### config.mk
export PLATFORM = sky130hd
export DESIGN_NAME = ahb_burst_master_ctrl
export DESIGN_NICKNAME = d
export VERILOG_FILES = /design/src/rtl/ahb_burst_master_ctrl.sv
export SDC_FILE = /design/constraint.sdc
export NUM_CORES = 1
export LEC_CHECK = 0
export CORE_MARGIN = 4
export CORE_UTILIZATION = 40
export DETAILED_ROUTE_END_ITERATION = 16
export PLACE_DENSITY = 0.76
export SLEW_MARGIN = 15
export SYNTH_ARGS = -nofsm -noshare
export SYNTH_HDL_FRONTEND = slang
export SYNTH_SLANG_ARGS = --single-unit
### constraint.sdc
create_clock -name Hclk -period 4.15 [get_ports Hclk]
set_input_delay 0.83 -clock Hclk [delete_from_list [all_inputs] [get_ports Hclk]]
set_output_delay 0.83 -clock Hclk [all_outputs]
set_load 0.01 [all_outputs]
### src/rtl/ahb_burst_master_ctrl.sv
// AHB-Lite burst master: turns one command into a SINGLE/INCR4/WRAP4 sequence of
// pipelined transfers, with wait-state handling and a consecutive-stall timeout.
module ahb_burst_master_ctrl #(
  parameter int MAX_WAIT = 16
) (
  input  logic        Hclk,
  input  logic        Hreset,
  input  logic        cmd_valid,
  output logic        cmd_ready,
  input  logic        cmd_write,
  input  logic [31:0] cmd_addr,
  input  logic [2:0]  cmd_burst,
  input  logic [2:0]  cmd_size,
  input  logic [31:0] wdata_in,
  output logic        wdata_pop,
  output logic [31:0] rdata_out,
  output logic        rdata_valid,
  output logic        done,
  output logic        err,
  output logic [31:0] Haddr,
  output logic [31:0] Hwdata,
  output logic        Hwrite,
  output logic [1:0]  Htrans,
  output logic [2:0]  Hsize,
  output logic [2:0]  Hburst,
  output logic        Hreadyin,
  input  logic        Hreadyout,
  input  logic [31:0] Hrdata
);
  localparam logic [1:0] TR_IDLE   = 2'd0;
  localparam logic [1:0] TR_NONSEQ = 2'd2;
  localparam logic [1:0] TR_SEQ    = 2'd3;
  localparam logic [2:0] BURST_SINGLE = 3'd0;
  localparam logic [2:0] BURST_WRAP4  = 3'd2;
  localparam logic [2:0] BURST_INCR4  = 3'd3;

  typedef enum logic [1:0] {S_IDLE, S_ADDR, S_BURST, S_DATA} state_t;

  state_t      state_q;
  logic [1:0]  beats_q;   // address phases still to issue after the current one
  logic [31:0] wait_q;

  logic        addr_phase;
  logic        data_phase;
  logic        timeout;
  logic [2:0]  size_d;
  logic [2:0]  burst_d;
  logic [31:0] step;
  logic [31:0] wrap_mask;
  logic [31:0] next_addr_d;

  always_comb begin
    size_d  = (cmd_size > 3'd2) ? 3'd2 : cmd_size;
    burst_d = (cmd_burst == BURST_INCR4 || cmd_burst == BURST_WRAP4) ? cmd_burst : BURST_SINGLE;
  end

  // Wrapping keeps the bits above the 4-beat window and steps only inside it.
  assign step        = 32'd1 << Hsize;
  assign wrap_mask   = (step << 2) - 32'd1;
  assign next_addr_d = (Hburst == BURST_WRAP4)
                     ? ((Haddr & ~wrap_mask) | ((Haddr + step) & wrap_mask))
                     : (Haddr + step);

  assign addr_phase = (state_q == S_ADDR) || (state_q == S_BURST);
  assign data_phase = (state_q == S_BURST) || (state_q == S_DATA);
  assign timeout    = (MAX_WAIT > 0) && (state_q != S_IDLE) && !Hreadyout &&
                      (wait_q == 32'(MAX_WAIT - 1));

  assign cmd_ready = (state_q == S_IDLE) && !Hreset;
  assign wdata_pop = !Hreset && addr_phase && Hwrite && Hreadyout;

  always_ff @(posedge Hclk) begin
    if (Hreset) begin
      state_q     <= S_IDLE;
      beats_q     <= 2'd0;
      wait_q      <= 32'd0;
      Haddr       <= 32'd0;
      Hwdata      <= 32'd0;
      Hwrite      <= 1'b0;
      Htrans      <= TR_IDLE;
      Hsize       <= 3'd0;
      Hburst      <= 3'd0;
      Hreadyin    <= 1'b0;
      rdata_out   <= 32'd0;
      rdata_valid <= 1'b0;
      done        <= 1'b0;
      err         <= 1'b0;
    end else begin
      Hreadyin    <= 1'b1;
      done        <= 1'b0;
      err         <= 1'b0;
      rdata_valid <= 1'b0;

      if (state_q == S_IDLE || Hreadyout) wait_q <= 32'd0;
      else                                wait_q <= wait_q + 32'd1;

      if (wdata_pop) Hwdata <= wdata_in;

      if (data_phase && Hreadyout && !Hwrite) begin
        rdata_out   <= Hrdata;
        rdata_valid <= 1'b1;
      end

      if (timeout) begin
        state_q <= S_IDLE;
        Htrans  <= TR_IDLE;
        err     <= 1'b1;
      end else begin
        case (state_q)
          S_IDLE: begin
            if (cmd_valid && cmd_ready) begin
              state_q <= S_ADDR;
              Htrans  <= TR_NONSEQ;
              Haddr   <= cmd_addr;
              Hwrite  <= cmd_write;
              Hsize   <= size_d;
              Hburst  <= burst_d;
              beats_q <= (burst_d == BURST_SINGLE) ? 2'd0 : 2'd3;
            end
          end
          S_ADDR, S_BURST: begin
            if (Hreadyout) begin
              if (beats_q == 2'd0) begin
                state_q <= S_DATA;
                Htrans  <= TR_IDLE;
              end else begin
                state_q <= S_BURST;
                Htrans  <= TR_SEQ;
                Haddr   <= next_addr_d;
                beats_q <= beats_q - 2'd1;
              end
            end
          end
          S_DATA: begin
            if (Hreadyout) begin
              state_q <= S_IDLE;
              done    <= 1'b1;
            end
          end
          default: state_q <= S_IDLE;
        endcase
      end
    end
  end
endmodule
* Word level (Yosys, flattened, before mapping)
Index checks and enable logic that the tools add are counted.
** Operators by class
- Shifts and indexed selects :: 1
- Muxes and demuxes :: 25
- Eq/ne operators :: 11
- Reduce and logical (&&, ||, !) cells :: 29
- Add/sub/neg operators :: 4
- Order comparisons :: 1
- Bitwise operators :: 6
** Operators by type and width (number)
- 32-bit 2-to-1 mux :: 4
- 32-bit AND :: 2
- 32-bit case mux with 2 select lines :: 1
- 32-bit by 1-bit adder with 32-bit output (second input constant) :: 1
- 32-bit adder :: 1
- 32-bit by 4-bit == test with 1-bit output (second input constant) :: 1
- 32-bit NOT :: 1
- 32-bit OR :: 1
- 1-bit by 3-bit << shifter with 32-bit output (first input constant) :: 1
- 32-bit by 1-bit subtractor with 32-bit output (second input constant) :: 1
- 2-bit 2-to-1 mux :: 10
- 3-bit by 2-bit == test with 1-bit output (second input constant) :: 3
- 1-bit logical AND :: 9
- 3-bit AND reduction :: 3
- 2-bit case mux with 2 select lines :: 2
- 3-bit 2-to-1 mux :: 2
- 2-bit inequality test (second input constant) :: 3
- 2-bit case mux with 3 select lines :: 1
- 2-bit OR reduction :: 3
- 1-bit 2-to-1 mux :: 5
- 5-bit AND reduction :: 1
- 2-bit == test (second input constant) :: 2
- 2-bit zero test :: 2
- 1-bit logical OR :: 4
- other kinds (9) :: 13
** Word-level totals
- Bits of input ports :: 107
- Register bits :: 145
- Output and inout bits :: 111
- Word-level logic and storage cells :: 91

* Logic depth before layout (Yosys ltp)
Gate-level depths: netlist (run 1).
- Word-level depth :: 9
- Gate-level depth with buffers :: 13
- Mapped depth without buffers :: 10

* Worst setup path before layout (run 1)
OpenSTA, ideal clock, no wires.
- Path kind :: reg2reg
- Start point :: reg Hsize[1]
- End point :: reg (tool-made name)
- Path buffers :: 2
- Clock period less this slack :: 3.038 ns
- Required time :: 4.029 ns
- Library setup time :: 0.121 ns
- Path slack :: 1.112 ns
- Cell stages (with the launch flop) :: 13
- Arrival time :: 2.917 ns
- Cells stage by stage :: dfxtp_1 -> clkbuf_1 -> nor2_1 -> and2_1 -> fa_1 -> or2_1 -> a31oi_2 -> a211oi_2 -> or2_1 -> buf_6 -> and3_4 -> nand4_2 -> mux2_4
** RTL lines
- start: declaration :: RTL line 24 : output logic [2:0] Hsize,
- start signal: assignment :: RTL line 116 : Hsize <= size_d;

* Final worst setup path (run 1)
- Start point :: reg state_q[1]
- End point :: out wdata_pop
** Between the ends
- Longest elaborated chain between the ends :: 5
- Elaborated cells between the ends (all ways) :: 6
- Those cells by class :: 2 x eq/ne; 4 x reduce/logical
** Ends and longest elaborated chain
- start: declaration :: RTL line 39 : state_t state_q;
- start signal: assignment :: RTL line 74 : state_q <= S_IDLE;
- start signal: assignment :: RTL line 105 : state_q <= S_IDLE;
- start signal: assignment :: RTL line 112 : state_q <= S_ADDR;
- 2-bit by 1-bit == test with 1-bit output or 2-bit == test (tied branches) :: RTL line 64 : assign addr_phase = (state_q == S_ADDR) || (state_q == S_BURST);
- 1-bit logical OR (*) :: RTL line 64
- 1-bit logical AND (*) (3 in a row) :: RTL line 70 : assign wdata_pop = !Hreset && addr_phase && Hwrite && Hreadyout;
- end: declaration :: RTL line 15 : output logic wdata_pop,
Every way passes the cells marked *; elsewhere a longest branch is shown, timed or not.

==> impl_metrics.yaml, run 1 <==
outcome:
  run_status: "completed"
cts:
  cts_inserted_buffers: 17
  clk-insertion-delay-late_ns: 0.42
  worst_setup_hold_path_clk_slew_ns: 0.06
  clock_tree.htree_level_count: 4
  root_driver: "sky130_fd_sc_hd__clkbuf_16"
  post_cts_hold_fix_bufs: 0
  clock_sink_count: 145
  post_cts_buffers: 0
  cts_tree: "done"
  clock_tree.buffer_depth: 2
  cts_resized: 0
power_and_ir_drop:
  peakVddDrop_v: 0.000310
  leakage_nw: 3.56
  power-per-cell-area_mw_per_mm2: 465
logic_synthesis:
  yosys.area_share.simple_pct: 28.5
  ys_ff_latch: 145
  ys.warnings.count: 0
  syn-num-nets: 1043
  synth_cells: 924
  dominant_register_cell_in_the_synthesized_netlist: "sky130_fd_sc_hd__dfxtp_1"
  synth-async-reset-ratio_pct: 0
  synth_cell_types: 74
  synth_seq_area_share_pct: 40.9
  post_synth_mux_area_share_pct: 2.20
  synth_top_cell_area_share_pct: 40.9
  synth_top_family_by_area: "simple AND/OR/NAND/NOR gates"
  synthTopCellsByArea: "sky130_fd_sc_hd__dfxtp_1 (41%), sky130_fd_sc_hd__nand2_1 (11%), sky130_fd_sc_hd__a21oi_1 (5.2%)"
  yosys.area_share.adder_pct: 2.36
  synthXorXnorAreaFrac_pct: 4.45
  synthDominantAreaCellType: "sky130_fd_sc_hd__dfxtp_1"
  syn_area_mm2: 0.00709
  post_synthesis_compound_gate_area_fraction_pct: 17.2
  syn-mean-instance-area_um2: 7.68
  synth_enable_flop_cells: 0
drt:
  avgViaCountPerCell: 5.41
  via_count: 7291
  route.detailed.drc: 0
  overall_routed_net_length_um: 21900
  drt_iter0_markers: 566
  drtAntennaViolNets: 0
  drt-pass1-iter-count: 5
  avgRoutedWirePerCell_um: 16.3
critical_path:
  crit_type: "flop to output port"
  timing.critical_path.required_ns: 3.32
  worst-path-max-fanout: 26
  critPathLaunchType: "flop"
  crit_arrival_ns: 2.58
  end_kind: "output port"
sta:
  max_slew.worst_pin.slew_ns: 1.06
  rsz_0062_raised_after_global_routing: "false"
  tns_ns: 0
  slew_headroom_pct: 29.4
  finalCriticalPeriod_ns: 3.41
  finalSetupViolations: 0
  fmaxAchievable_mhz: 293
  timing_hold_violations_final: 0
  fin_worst_skew_ns: 0.00767
  timing.final.max_slew_violations: 0
  final_critical_path_share_of_the_clock_period_pct: 82.2
layout:
  finalInstanceArea_mm2: 0.00994
  nets: 1229
  areaGrowthSynthToFinish_pct: 40.1
  n_antenna_cell: 0
  drive_above_1_share_pct: 5.08
floorplan:
  fp.coreArea_mm2: 0.0174
  dieArea_mm2: 0.0199
  die_boundary_width_um: 141
  initial_core_utilization_pct: 40.9
  fp.dieH_um: 141
  std_cell_rows: 48
  floorplan.io_pins: 218
global_route:
  grt_pass1_wl_um: 34700
  globalRouteOverflowTotal: 0
  pin_count_of_the_biggest_net_entering_global_routing: 68
  grt_antenna_before_repair: 0
  grt_usage_pct: 21.4
  vias_in_the_first_global_route: 6792
job:
  max_cap_viol_count: 0
hold_path:
  worstHoldPathType: "flop to flop"
place:
  post_place_cell_area_mm2: 0.00936
  place.port_buffers: 217
  globalplace.congestion: 0.903
  detailedPlacementHpwl_um: 15600
==> layer usage <==
metal	routed length [µm]	part of all wire, %	GRT usage (%)	vias to the layer above
li1	-	-	-	3578
met3	1980	9.0	6.34	32
met4	428	2.0	6.83	0
met1	9100	42	26.7	3366
met5	0	0	0	-
met2	10400	48	35.7	315
==> report_power, final <==
group	leakage (nW)	switching, mW	internal, mW
sequential	1.17	0.208	1.54
combinational	2.11	0.737	0.617
clock	0.271	0.620	0.899
==> metrics by stage <==
stage	setup WS (ns)	instances	hold WS (ns)	util (%)	power (mW)
5_1_grt	0.564	1348	0.473	57.3	4.85
3_3_place_gp	0.980	1316	0.441	53.9	3.08
4_1_cts	0.721	1348	0.454	57.3	4.65
3_5_place_dp	0.938	1316	0.446	53.9	3.11
6_report	0.740	1348	0.452	57.3	4.62
2_1_floorplan	1.11	924	0.426	-	2.50
==> critical path: stages (launching register included) <==
cell and delay [ns]:
sky130_fd_sc_hd__dfxtp_1 0.36, sky130_fd_sc_hd__inv_1 0.08, sky130_fd_sc_hd__ha_1 0.28, sky130_fd_sc_hd__buf_4 0.30
sky130_fd_sc_hd__clkinv_1 0.13, sky130_fd_sc_hd__nor2_1 0.20, sky130_fd_sc_hd__and3_2 0.25, sky130_fd_sc_hd__clkdlybuf4s50_1 0.55
==> layout by cell type (no fill, tap or decap), types with 6 or more instances in the layout <==
master                            instances
sky130_fd_sc_hd__nor3_1                  20
sky130_fd_sc_hd__a21oi_1                 73
sky130_fd_sc_hd__and2_1                   6
sky130_fd_sc_hd__nor4_1                  10
sky130_fd_sc_hd__dfxtp_1                145
sky130_fd_sc_hd__buf_4                    7
sky130_fd_sc_hd__inv_1                   16
sky130_fd_sc_hd__clkbuf_16               17
sky130_fd_sc_hd__nand3_1                 36
sky130_fd_sc_hd__and3_1                  18
sky130_fd_sc_hd__o21ai_0                 61
sky130_fd_sc_hd__xnor2_1                 16
sky130_fd_sc_hd__a31oi_1                  6
sky130_fd_sc_hd__mux2i_1                 13
sky130_fd_sc_hd__clkdlybuf4s50_1        216
sky130_fd_sc_hd__xor2_1                  20
sky130_fd_sc_hd__nor2_1                  90
sky130_fd_sc_hd__nand2_1                206
sky130_fd_sc_hd__a211oi_1                 6
sky130_fd_sc_hd__nand4_1                 18
sky130_fd_sc_hd__ha_1                    11
==> cell usage after synthesis (10+ instances only) <==
cell	instances
sky130_fd_sc_hd__a21oi_1	73
sky130_fd_sc_hd__and3_1	19
sky130_fd_sc_hd__clkbuf_1	43
sky130_fd_sc_hd__dfxtp_1	145
sky130_fd_sc_hd__ha_1	11
sky130_fd_sc_hd__inv_1	16
sky130_fd_sc_hd__mux2i_1	13
sky130_fd_sc_hd__nand2_1	206
sky130_fd_sc_hd__nand3_1	36
sky130_fd_sc_hd__nand4_1	18
sky130_fd_sc_hd__nor2_1	90
sky130_fd_sc_hd__nor3_1	20
sky130_fd_sc_hd__nor4_1	10
sky130_fd_sc_hd__o21ai_0	61
sky130_fd_sc_hd__xnor2_1	16
sky130_fd_sc_hd__xor2_1	20
==> final timing paths <==
path	from	endpoint	slack, ns	cells past startpoint
worst max register to register	Hsize[0]	flop	0.97	10
worst min register to register	rdata_out[6]	rdata_out[6]	0.45	2
worst max-delay path	state_q[1]	wdata_pop	0.74	7
worst min-delay path	rdata_out[6]	rdata_out[6]	0.45	2
==> cells by family (layout without fill, tap and decap cells) <==
family	after synthesis	in the layout
mux	15	15
simple gates	439	439
xor+xnor	36	36
compound gates	201	201
flops	145	145
buf+inv	75	274
fa+ha+maj	13	13
==> cell type report <==
class | count | area (µm²)
clock buffers | 19 | 443
clock inverters | 13 | 139
fillers | 1578 | 7420
inverters | 18 | 67.6
multi-input cells | 704 | 3880
flip-flops and latches | 145 | 2900
well taps | 225 | 282
repair buffers | 224 | 2220
Power figures use the tool's default switching activity.
==> inputs of run 2 (changes only) <==
==> constraint.sdc (replaced) <==
create_clock -name Hclk -period 3.4 [get_ports Hclk]
set_input_delay 0.68 -clock Hclk [delete_from_list [all_inputs] [get_ports Hclk]]
set_output_delay 0.68 -clock Hclk [all_outputs]
set_load 0.01 [all_outputs]
==> run 2 against run 1 <==
Compared with the run above: global-route usage up 0.21 points; setup slack worse by 0.29 ns; combinational power up 24%; cell count up 0.59%; largest cell class unchanged; sequential share of layout area down 0.15 points; critical path depth up 3; register-to-register slack worse by 0.52 ns; hold slack better by 0.0018 ns; sequential power up 22%; via count down 0.47%.
==> impl_metrics.yaml, run 2 (same netlist as run 1, synthesis figures left out) <==
outcome:
  run_status: "completed"
layout:
  seq_area_mm2: 0.00290
  drive_above_1_share_pct: 5.66
  utilization_pct: 57.5
  n_antenna_cell: 0
  fill_cells: 1590
  nets: 1237
  top_library_cells_by_usage_in_the_layout_fill_and_taps_aside: "sky130_fd_sc_hd__clkdlybuf4s50_1 (216), sky130_fd_sc_hd__nand2_1 (206), sky130_fd_sc_hd__dfxtp_1 (145)"
  multiInputGateArea_mm2: 0.00388
  finalInstanceArea_mm2: 0.00999
  areaGrowthSynthToFinish_pct: 40.8
  layout_commonest_cell: "sky130_fd_sc_hd__clkdlybuf4s50_1"
floorplan:
  floorplan.io_pins: 218
  fp.dieH_um: 141
  std_cell_rows: 48
  die_boundary_width_um: 141
  fp.coreArea_mm2: 0.0174
  initial_core_utilization_pct: 40.9
  dieArea_mm2: 0.0199
sta:
  max_slew.worst_pin.slew_ns: 1.06
  tns_ns: 0
  timing.final.max_slew_violations: 0
  finalCriticalPeriod_ns: 2.95
  finalSetupViolations: 0
  fmaxAchievable_mhz: 339
  post-route-worst-setup-slack_ns: 0.449
  slew_headroom_pct: 29.5
  final_critical_path_share_of_the_clock_period_pct: 86.8
  fin_worst_skew_ns: 0.0101
  timing_hold_violations_final: 0
  rsz_0062_raised_after_global_routing: "false"
hold_path:
  hold_path_depth: 1
  worstHoldPathType: "flop to flop"
power_and_ir_drop:
  pwr-share-seq_pct: 37.7
  power-per-cell-area_mw_per_mm2: 564
  internal-power_mw: 3.68
  p_clk_share_pct: 32.4
  combinationalPowerShare_pct: 29.8
  power_switching_share_pct: 34.6
  power_switching_mw: 1.95
  leakage_nw: 3.60
  peakVddDrop_v: 0.000383
  power_mw: 5.63
drt:
  drtAntennaViolNets: 0
  via_count: 7257
  drt_iter0_markers: 582
  drt-pass1-iter-count: 7
  avgViaCountPerCell: 5.35
  overall_routed_net_length_um: 22100
  route.detailed.drc: 0
  avgRoutedWirePerCell_um: 16.3
global_route:
  grt_pass1_wl_um: 35000
  globalRouteOverflowTotal: 0
  pin_count_of_the_biggest_net_entering_global_routing: 65
  grt_usage_pct: 21.7
  grt_antenna_before_repair: 0
  vias_in_the_first_global_route: 6963
cts:
  clock_tree.htree_level_count: 4
  cts_tree: "done"
  cts_inserted_buffers: 17
  clock_sink_count: 145
  cts_resized: 0
  post_cts_hold_fix_bufs: 0
  root_driver: "sky130_fd_sc_hd__clkbuf_16"
  clk-insertion-delay-late_ns: 0.42
  post_cts_buffers: 0
  clock_tree.buffer_depth: 2
  worst_setup_hold_path_clk_slew_ns: 0.07
critical_path:
  worstPathCellList: "nor3_1 -> ha_1 -> fa_1 -> or2_1 -> a31oi_2 -> a211oi_2 -> or2_1 -> and3_4 -> nand4_2 -> mux2_4"
  critPathLaunchType: "flop"
  crit_type: "flop to flop"
  crit_arrival_ns: 3.26
  worst-path-max-fanout: 9
  slowest_stage: "sky130_fd_sc_hd__dfxtp_1"
  worst_path_most_repeated_cell: "sky130_fd_sc_hd__or2_1"
  timing.critical_path.required_ns: 3.71
  worstRegToRegCells: 10
  end_kind: "flop"
  slowest_delay_ns: 0.51
place:
  post_place_cell_area_mm2: 0.00942
  globalplace.congestion: 0.913
  post-place-ws_ns: 0.471
  place.port_buffers: 217
  detailedPlacementHpwl_um: 15900
job:
  max_cap_viol_count: 0
run 2: cell types whose count changed in the layout (fill, tap and decap cells not counted):
| cell | delta |
|---|---|
| sky130_fd_sc_hd__buf_4 | +8 |
| sky130_fd_sc_hd__clkbuf_1 | +1 |
| sky130_fd_sc_hd__clkinvlp_4 | -2 |
| sky130_fd_sc_hd__inv_8 | +1 |
| sky130_fd_sc_hd__bufinv_16 | -1 |
| sky130_fd_sc_hd__clkinv_2 | -3 |
| sky130_fd_sc_hd__inv_6 | +4 |
run 2: stage by stage:
| stage | hold WS (ns) | cells |
|---|---|---|
| 6_report | 0.454 | 1356 |
| 5_1_grt | 0.479 | 1356 |
| 4_1_cts | 0.456 | 1356 |
| 3_5_place_dp | 0.446 | 1324 |
| 3_3_place_gp | 0.441 | 1324 |
| 2_1_floorplan | 0.426 | 924 |
run 2: area by class of cell:
class                      instances  share of cell area (%)
inverter                          18                   0.677
sequential                       145                    29.1
timing repair buffer             232                    22.8
clock buffer                      20                    4.47
tap                              225                    2.82
multi-input combinational        704                    38.9
clock inverter                    12                    1.25
run 2: power groups by stage:
| stage | registers [mW] | clock network (mW) | logic, mW |
|---|---|---|---|
| after detailed placement | 2.15 | 0 | 1.66 |
| after floorplan | 2.13 | 0 | 0.915 |
| after global routing | 2.15 | 1.93 | 1.83 |
| after CTS | 2.12 | 1.86 | 1.67 |
| final | 2.12 | 1.83 | 1.68 |
| after global placement | 2.14 | 0 | 1.63 |
run 2: critical path, delay by kind of cell, from the launching register on:
kind | cells | cell delay, ns
AND/OR/NAND/NOR | 5 | 0.99
AO/OA/AOI/OAI | 2 | 0.38
flip-flops | 1 | 0.51
adder cells (fa/ha/maj) | 2 | 0.67
multiplexers | 1 | 0.29
run 2: path summary, 6_finish.rpt:
kind	slack (ns)	start	to
min	0.45	wait_q[0]	wait_q[0]
min reg2reg	0.45	wait_q[0]	wait_q[0]
max	0.45	Hsize[0]	flop
max reg2reg	0.45	Hsize[0]	flop
run 2: metal layers:
| layer | wire length, µm | part of all wire [%] | GRT usage (%) | vias to the layer above |
|---|---|---|---|---|
| met5 | 0 | 0 | 0 | - |
| met4 | 469 | 2.1 | 7.55 | 0 |
| met3 | 1960 | 8.9 | 7.29 | 40 |
| met2 | 10500 | 47 | 35.8 | 295 |
| met1 | 9200 | 42 | 26.3 | 3322 |
| li1 | - | - | - | 3600 |
==> inputs of run 3 (changes only) <==
--- a/config.mk
+++ b/config.mk
@@ -5,10 +5,11 @@
 export SDC_FILE = /design/constraint.sdc
 export NUM_CORES = 1
 export LEC_CHECK = 0
-export CORE_MARGIN = 4
+export CORE_MARGIN = 5
 export CORE_UTILIZATION = 40
 export DETAILED_ROUTE_END_ITERATION = 16
 export PLACE_DENSITY = 0.76
+export RECOVER_POWER = 25
 export SLEW_MARGIN = 15
 export SYNTH_ARGS = -nofsm -noshare
 export SYNTH_HDL_FRONTEND = slang
==> run 3 against run 2 <==
Compared with the run above: the flow now finishes with violations (capacitance limit, slew limit); non-clock buffer count is 1 higher; largest power group unchanged; global-route usage is 1.4 points lower; cell area is 0.59% higher; combinational power hardly changed; count of clock-buffer cells in the layout is 3 lower; critical path type is now input port to flop.
==> impl_metrics.yaml, run 3 (same netlist as run 1, synthesis figures left out) <==
sta:
  final_critical_path_share_of_the_clock_period_pct: 88.7
  max_slew.worst_pin.slew_ns: 1.64
  post-route-worst-setup-slack_ns: 0.385
  timing.final.max_slew_violations: 46
  slew_headroom_pct: -9.23
  fmaxAchievable_mhz: 332
  finalSetupViolations: 0
  timing_hold_violations_final: 0
  tns_ns: 0
  fin_worst_skew_ns: 0.0132
  finalCriticalPeriod_ns: 3.02
  rsz_0062_raised_after_global_routing: "false"
power_and_ir_drop:
  peakVddDrop_v: 0.000372
  power-per-cell-area_mw_per_mm2: 574
  leakage_nw: 3.71
global_route:
  grt_pass1_wl_um: 33800
  pin_count_of_the_biggest_net_entering_global_routing: 65
  vias_in_the_first_global_route: 6662
  grt_usage_pct: 20.3
  grt_antenna_before_repair: 2
  globalRouteOverflowTotal: 0
floorplan:
  fp.dieH_um: 143
  die_boundary_width_um: 143
  initial_core_utilization_pct: 40.9
  floorplan.io_pins: 218
  std_cell_rows: 48
  dieArea_mm2: 0.0205
  fp.coreArea_mm2: 0.0174
cts:
  cts_resized: 0
  clock_tree.htree_level_count: 4
  cts_tree: "done"
  clock_tree.buffer_depth: 2
  post_cts_buffers: 0
  post_cts_hold_fix_bufs: 0
  clk-insertion-delay-late_ns: 0.43
  root_driver: "sky130_fd_sc_hd__clkbuf_16"
  cts_inserted_buffers: 17
  worst_setup_hold_path_clk_slew_ns: 0.07
  clock_sink_count: 145
hold_path:
  worstHoldPathType: "flop to flop"
drt:
  avgRoutedWirePerCell_um: 15.6
  via_count: 7160
  drt_iter0_markers: 619
  drt-pass1-iter-count: 5
  drtAntennaViolNets: 0
  route.detailed.drc: 0
  avgViaCountPerCell: 5.27
  overall_routed_net_length_um: 21300
place:
  detailedPlacementHpwl_um: 15500
  dpl.cell_count: 1325
  place.port_buffers: 217
  post-place-ws_ns: 0.540
  globalplace.congestion: 0.933
layout:
  areaGrowthSynthToFinish_pct: 41.6
  drive_above_1_share_pct: 5.57
  fill_cells: 1570
  nets: 1238
  final_cell_count_no_fill: 1359
  top_library_cells_by_usage_in_the_layout_fill_and_taps_aside: "sky130_fd_sc_hd__nand2_1 (206), sky130_fd_sc_hd__clkdlybuf4s50_1 (193), sky130_fd_sc_hd__dfxtp_1 (145)"
  layout_commonest_cell: "sky130_fd_sc_hd__nand2_1"
  utilization_pct: 57.9
critical_path:
  end_kind: "flop"
  critPathLaunchType: "input port"
  worst-path-max-fanout: 59
  timing.critical_path.required_ns: 3.66
  crit_type: "input port to flop"
  crit_arrival_ns: 3.27
outcome:
  run_status: "finished with violations"
  failed_checks: "capacitance limit, slew limit"
job:
  max_cap_viol_count: 1
[run 3: area by class of cell]
cell class | count | area, µm² | share of cell area, %
antenna | 2 | 5.00 | 0.0498
clock buffer | 17 | 425 | 4.23
clock inverter | 15 | 204 | 2.03
inverter | 18 | 67.6 | 0.673
multi-input combinational | 704 | 3880 | 38.7
sequential | 145 | 2900 | 28.9
tap | 225 | 282 | 2.80
timing repair buffer | 233 | 2280 | 22.7
[run 3: through the flow]
step	hold WS, ns	total power [mW]	area [µm²]
2_1_floorplan	0.426	3.05	7090
3_3_place_gp	0.441	3.79	9420
6_report	0.450	5.77	10000
5_1_grt	0.463	6.08	10000
3_5_place_dp	0.446	3.81	9420
4_1_cts	0.455	5.80	10100
[run 3: per-layer routing]
layer	global-route usage, %	vias up	part of all wire (%)	wire length, µm
met1	25.9	3218	42	8900
met5	0	-	0	0
met3	5.99	38	9.9	2110
met2	32.7	310	46	9720
li1	-	3594	-	-
met4	7.30	0	2.5	534
[run 3: worst max-delay path: stages]
cell,delay [ns]
sky130_fd_sc_hd__clkbuf_1,0.29
sky130_fd_sc_hd__clkbuf_1,0.41
sky130_fd_sc_hd__clkbuf_2,1.03
sky130_fd_sc_hd__nor3_1,0.34
sky130_fd_sc_hd__and2_1,0.29
sky130_fd_sc_hd__mux2i_1,0.12
sky130_fd_sc_hd__o21ai_0,0.08
[run 3: final timing paths]
path | from | cells after the start | slack [ns] | end
min | rdata_out[20] | 2 | 0.45 | rdata_out[20]
min reg2reg | rdata_out[20] | 2 | 0.45 | rdata_out[20]
max reg2reg | Hsize[0] | 10 | 0.54 | flop
max | Hreset | 7 | 0.38 | flop
[run 3: power breakdown]
part	internal (mW)	switching [mW]	leakage [nW]	total [mW]
Clock	1.13	0.840	0.308	1.97
Sequential	1.87	0.241	1.17	2.12
Combinational	0.765	0.913	2.23	1.68
